**src/rtl/draw_sched_pkg.sv**
```systemverilog
// draw_sched_pkg: shared widths and FSM state encoding for the sprite draw scheduler.
package draw_sched_pkg;
   localparam int X_W = 9;
   localparam int Y_W = 8;
   localparam int ADDR_W = 12;
   localparam int COL_W = 3;
   localparam int DIM_W = 6;
   typedef enum logic [1:0] {IDLE, RUN, FLUSH, DONE} state_t;
endpackage

```
**src/rtl/sprite_walk_counter.sv**
```systemverilog
// sprite_walk_counter: row-major x/y offset and ROM address walker for one sprite.
module sprite_walk_counter
   import draw_sched_pkg::*;
(
   input  logic              clock_all,
   input  logic              reset_all,
   input  logic              clear,
   input  logic              step,
   input  logic [DIM_W-1:0]  wm1,
   input  logic [DIM_W-1:0]  hm1,
   output logic [DIM_W-1:0]  cx,
   output logic [DIM_W-1:0]  cy,
   output logic [ADDR_W-1:0] addr,
   output logic              last
);
   assign last = (cx == wm1) && (cy == hm1);
   always_ff @(posedge clock_all) begin
      if (reset_all || clear) begin
         cx <= '0;
         cy <= '0;
         addr <= '0;
      end else if (step) begin
         addr <= addr + 1'b1;
         cx <= (cx == wm1) ? '0 : cx + 1'b1;
         cy <= (cx == wm1) ? cy + 1'b1 : cy;
      end
   end
endmodule

```
**src/rtl/sprite_draw_scheduler.sv**
```systemverilog
// sprite_draw_scheduler: round-robin shared sprite walker driving one VGA plot port.
// Define SPRITE_TRANSPARENT_EN to suppress plots of KEY_COLOUR pixels.
module sprite_draw_scheduler
   import draw_sched_pkg::*;
#(
   parameter int               NREQ = 4,
   parameter logic [COL_W-1:0] KEY_COLOUR = 3'b000
)(
   input  logic                  clock_all,
   input  logic                  reset_all,
   input  logic [NREQ-1:0]       req,
   input  logic [NREQ*X_W-1:0]   req_x,
   input  logic [NREQ*Y_W-1:0]   req_y,
   input  logic [NREQ*DIM_W-1:0] req_wm1,
   input  logic [NREQ*DIM_W-1:0] req_hm1,
   output logic [NREQ-1:0]       grant,
   output logic [NREQ-1:0]       done,
   output logic [2:0]            rom_sel,
   output logic [ADDR_W-1:0]     rom_address,
   input  logic [COL_W-1:0]      pix_colour,
   output logic                  plot,
   output logic [X_W-1:0]        out_x,
   output logic [Y_W-1:0]        out_y,
   output logic [COL_W-1:0]      out_colour,
   output logic                  busy
);
   localparam logic [3:0] NR = 4'(NREQ);
   state_t state;
   logic [2:0] rr_ptr, winner;
   logic [3:0] sum;
   logic [NREQ-1:0] rot;
   logic [X_W-1:0] base_x;
   logic [Y_W-1:0] base_y;
   logic [DIM_W-1:0] wm1, hm1, cx, cy;
   logic last, p_valid;
   logic [X_W-1:0] xs [8];
   logic [Y_W-1:0] ys [8];
   logic [DIM_W-1:0] ws [8];
   logic [DIM_W-1:0] hs [8];
   // Unused slots are tied off so the winner index can address all 8 entries.
   for (genvar g = 0; g < 8; g++) begin : g_slot
      if (g < NREQ) begin : g_used
         assign xs[g] = req_x[g*X_W +: X_W];
         assign ys[g] = req_y[g*Y_W +: Y_W];
         assign ws[g] = req_wm1[g*DIM_W +: DIM_W];
         assign hs[g] = req_hm1[g*DIM_W +: DIM_W];
      end else begin : g_tie
         assign xs[g] = '0;
         assign ys[g] = '0;
         assign ws[g] = '0;
         assign hs[g] = '0;
      end
   end
   // Rotate so bit 0 is rr_ptr, then the lowest set bit is the winner.
   always_comb begin
      rot = NREQ'({req, req} >> rr_ptr);
      winner = rr_ptr;
      sum = '0;
      for (int i = NREQ - 1; i >= 0; i--) begin
         sum = {1'b0, rr_ptr} + 4'(i);
         sum = (sum >= NR) ? sum - NR : sum;
         if (rot[i]) winner = sum[2:0];
      end
   end
   sprite_walk_counter u_walk (
      .clock_all(clock_all),
      .reset_all(reset_all),
      .clear(state == IDLE),
      .step(state == RUN && !last),
      .wm1(wm1),
      .hm1(hm1),
      .cx(cx),
      .cy(cy),
      .addr(rom_address),
      .last(last)
   );
   always_ff @(posedge clock_all) begin
      if (reset_all) begin
         state <= IDLE;
         rr_ptr <= '0;
         grant <= '0;
         done <= '0;
         rom_sel <= '0;
         p_valid <= 1'b0;
         out_x <= '0;
         out_y <= '0;
         base_x <= '0;
         base_y <= '0;
         wm1 <= '0;
         hm1 <= '0;
      end else begin
         p_valid <= (state == RUN);
         out_x <= base_x + X_W'(cx);
         out_y <= base_y + Y_W'(cy);
         case (state)
            IDLE: if (|req) begin
               state <= RUN;
               grant <= NREQ'(1) << winner;
               rom_sel <= winner;
               rr_ptr <= ({1'b0, winner} == NR - 1'b1) ? '0 : winner + 1'b1;
               base_x <= xs[winner];
               base_y <= ys[winner];
               wm1 <= ws[winner];
               hm1 <= hs[winner];
            end
            RUN: if (last) state <= FLUSH;
            FLUSH: begin
               state <= DONE;
               done <= grant;
            end
            DONE: begin
               state <= IDLE;
               done <= '0;
               grant <= '0;
            end
         endcase
      end
   end
`ifdef SPRITE_TRANSPARENT_EN
   assign plot = p_valid && (pix_colour != KEY_COLOUR);
`else
   assign plot = p_valid;
`endif
   assign out_colour = pix_colour;
   assign busy = (state != IDLE);
endmodule

```
**config.mk**
```make
export PLATFORM = sky130hd
export DESIGN_NAME = sprite_draw_scheduler
export DESIGN_NICKNAME = d
export VERILOG_FILES = /design/src/rtl/draw_sched_pkg.sv /design/src/rtl/sprite_walk_counter.sv /design/src/rtl/sprite_draw_scheduler.sv
export SDC_FILE = /design/constraint.sdc
export NUM_CORES = 1
export LEC_CHECK = 0
export ABC_AREA = 1
export CORE_MARGIN = 5
export CORE_UTILIZATION = 45
export DETAILED_ROUTE_END_ITERATION = 16
export PLACE_DENSITY = 0.78
export SYNTH_ARGS = -nofsm -noshare
export SYNTH_HDL_FRONTEND = slang
export SYNTH_SLANG_ARGS = --single-unit
```
**constraint.sdc**
```tcl
create_clock -name clock_all -period 2.9 [get_ports clock_all]
set_input_delay 0.87 -clock clock_all [delete_from_list [all_inputs] [get_ports clock_all]]
set_output_delay 0.87 -clock clock_all [all_outputs]
set_load 0.02 [all_outputs]
```
==> impl_metrics.env <==
export IMPL_grt_pass1_vias=5455
export IMPL_ys_flop_type="dfxtp_1"
export IMPL_crit_fanout=4
export IMPL_grt_setup_unrepaired="no"
export IMPL_overflow=0
export IMPL_route_met3_wl_um=1350
export IMPL_syn_nets=936
export IMPL_crit_required_ns=2.03
export IMPL_nNetsFinal=1088
export IMPL_hold_violations=0
export IMPL_vias=5699
export IMPL_worst_slack_ns=0.257
export IMPL_pre_cts_slack_ns=-0.0306
export IMPL_reg2reg_depth=11
export IMPL_dpl_cell_area_sq_mm=0.00717
export IMPL_p_leak_uw=0.00310
export IMPL_syn_avg_cell_area_sq_um=6.81
export IMPL_p_per_area_mw_per_mm2=971
export IMPL_grt_start_max_net_pins=42
export IMPL_finalWirelength_um=15800
export IMPL_fin_skew_ns=0.00627
export IMPL_num_antenna_cells=0
export IMPL_end_kind="output port"
export IMPL_syn_inst=788
export IMPL_rrSetupSlack_ns=0.66
export IMPL_clkSlewWorstSetupHoldPaths_ns=0.06
export IMPL_worst_pin_slew_ns=0.570
export IMPL_antenna_found_initial=0
export IMPL_multi_input_area_sq_mm=0.00311
export IMPL_fill_cells=1042
export IMPL_final_cell_mix="179 x nand2_1, 163 x clkdlybuf4s50_1, 152 x nand3_1, 87 x dfxtp_1, 71 x a21oi_1"
export IMPL_final_antenna_net_count=0
export IMPL_cts_root_buffer="clkbuf_16"
export IMPL_drcViolationCount=0
export IMPL_drt_met1_wl_um=6610
export IMPL_setup_viol=0
export IMPL_grt_pass1_wl_um=26100
export IMPL_top_layer="met4"
export IMPL_register_area_sq_mm=0.00174
export IMPL_coreArea_sq_mm=0.0116
export IMPL_holdWs_ns=0.472
export IMPL_wl_met2_um=7530
export IMPL_h_tree_depth=3
export IMPL_fin_area_sq_mm=0.00746
export IMPL_setup_worst_path_class="reg2out"
export IMPL_hold_path_class="reg2reg"
export IMPL_drv_slew=0
export IMPL_drt_iter0_drc=423
export IMPL_post_cts_setup_buffer_count=0
export IMPL_hp_start="base_y[5]"
export IMPL_final_common_cell="nand2_1"
export IMPL_async_reset_ff_share_pct=0
export IMPL_ys_ff_latch=87
export IMPL_die_x_um=119
export IMPL_row_count=39
export IMPL_postCtsHoldBufs=0
export IMPL_cts_tree="yes"
export IMPL_numClockSinks=87
export IMPL_cap_violations=0
export IMPL_dp_hpwl_um=12500
export IMPL_hold_path_end="base_y[5]"
export IMPL_dr_pass1_iters=5
export IMPL_ctsResizeCount=0
export IMPL_synthDistinctLibCells=35
export IMPL_synth_edf_count=0
export IMPL_fp_dieH_um=119
export IMPL_cts_buffer_depth=2
export IMPL_relSlewSlack_pct=61.7
export IMPL_cts_buffers=9
export IMPL_worstPathArrival_ns=1.77
export IMPL_place_congestion=0.967
export IMPL_fmax_mhz=378
export IMPL_crit_path_start_kind="flop"
export IMPL_yosysWarnings=0
export IMPL_drive_gt1_share_pct=7.94
export IMPL_vias_per_cell=5.24
export IMPL_r2r_start="rr_ptr[0]"
export IMPL_start_util_pct=46.4
export IMPL_synthesis_area_sq_mm=0.00537
export IMPL_die_area_sq_mm=0.0142
export IMPL_period_minus_slack_ns=2.64
export IMPL_fin_crit_sh_pct=91.1
export IMPL_whs_path_depth=2
export IMPL_ys_seq_area_share_pct=32.5
export IMPL_r2r_end="base_x[0]"
export IMPL_gr_usage_all_layers_pct=22.3
export IMPL_routedWlPerCell_um=14.5
export IMPL_portBuffers=163
export IMPL_clk_latency_ns=0.34
export IMPL_vdd_ir_drop_max_uv=505
export IMPL_finalPower_uw=7240
export IMPL_io_pins=170
export IMPL_area_delta_synth_final_pct=39.1
export IMPL_status="complete, no violations"
[stage by stage]
step / utilization (%) / TNS (ns) / cells
global placement: 62.0 / 0 / 1072
floorplan: - / 0 / 788
CTS: 64.5 / 0 / 1087
detailed placement: 62.0 / -0.127 / 1072
global route: 64.5 / 0 / 1087
finish: 64.5 / 0 / 1087
[metal layers]
| layer | vias up | track usage, % |
|---|---|---|
| met4 | 0 | 7.02 |
| met1 | 2550 | 28.0 |
| met2 | 214 | 38.3 |
| li1 | 2912 | - |
| met3 | 23 | 4.93 |
| met5 | - | 0 |
[flip-flops by register name (all words and copies together), names as in the netlist]
name / count
state: 2
u_walk.addr: 12
base_y: 8
rom_sel: 3
out_x: 9
grant: 4
plot: 1
u_walk.cy: 6
hm1: 6
rr_ptr: 3
u_walk.cx: 6
wm1: 6
done: 4
out_y: 8
base_x: 9
[cells in the mapped netlist, types with 12 or more instances]
library cell / n / area (sq um)
inv_1: 55 / 206
o21ai_0: 30 / 150
ha_1: 21 / 263
clkbuf_1: 12 / 45.0
nor2_1: 64 / 240
nand3_2: 21 / 210
dfxtp_1: 87 / 1740
a21oi_1: 71 / 355
xor2_1: 16 / 140
nand2_1: 179 / 672
nand3_1: 152 / 761
buf_2: 16 / 80.1
[final cells by class]
| class | instances | share of cell area, % |
|---|---|---|
| clock buffer | 12 | 3.30 |
| clock inverter | 3 | 0.587 |
| inverter | 61 | 3.07 |
| multi-input combinational | 596 | 41.7 |
| sequential | 87 | 23.3 |
| tap | 143 | 2.40 |
| timing repair buffer | 185 | 25.6 |
[logic make-up (layout without fill, tap and decap cells)]
kind of cell             after synthesis  after routing  synth area share [%]
XOR/XNOR                              19             19                  3.10
AND/OR/NAND/NOR                      447            447                  39.0
buffers and inverters                105            261                  9.51
adder cells (fa/ha/maj)               23             23                  5.64
flip-flops                            87             87                  32.5
AO/OA/AOI/OAI                        107            107                  10.3
[how the worst max path moves through the flow]
| stage | start | cells past startpoint | endpoint | slack [ns] |
|---|---|---|---|---|
| final | state[0] | 4 | busy | 0.26 |
| after global routing | req[3] | 16 | base_y[5] | 0.02 |
| after CTS | state[0] | 4 | busy | 0.24 |
| after detailed placement | req[3] | 14 | rr_ptr[2] | -0.03 |
| after global placement | req[3] | 15 | wm1[4] | 0.02 |
| after floorplan | req[3] | 13 | rr_ptr[1] | 0.58 |
[critical path, cell delays in order (launching register included)]
cell and delay [ns]:
dfxtp_1 0.36, inv_1 0.09, ha_1 0.25, inv_1 0.11, clkdlybuf4s50_1 0.63
[report_power, final]
part	switching [uW]	internal (uW)	total [uW]	leakage (uW)
Combinational	2600	1780	4370	0.00225
Clock	458	687	1140	0.000143
Sequential	244	1480	1720	0.000712
Total	3300	3940	7240	0.00310
(Power assumes the default switching activity.)
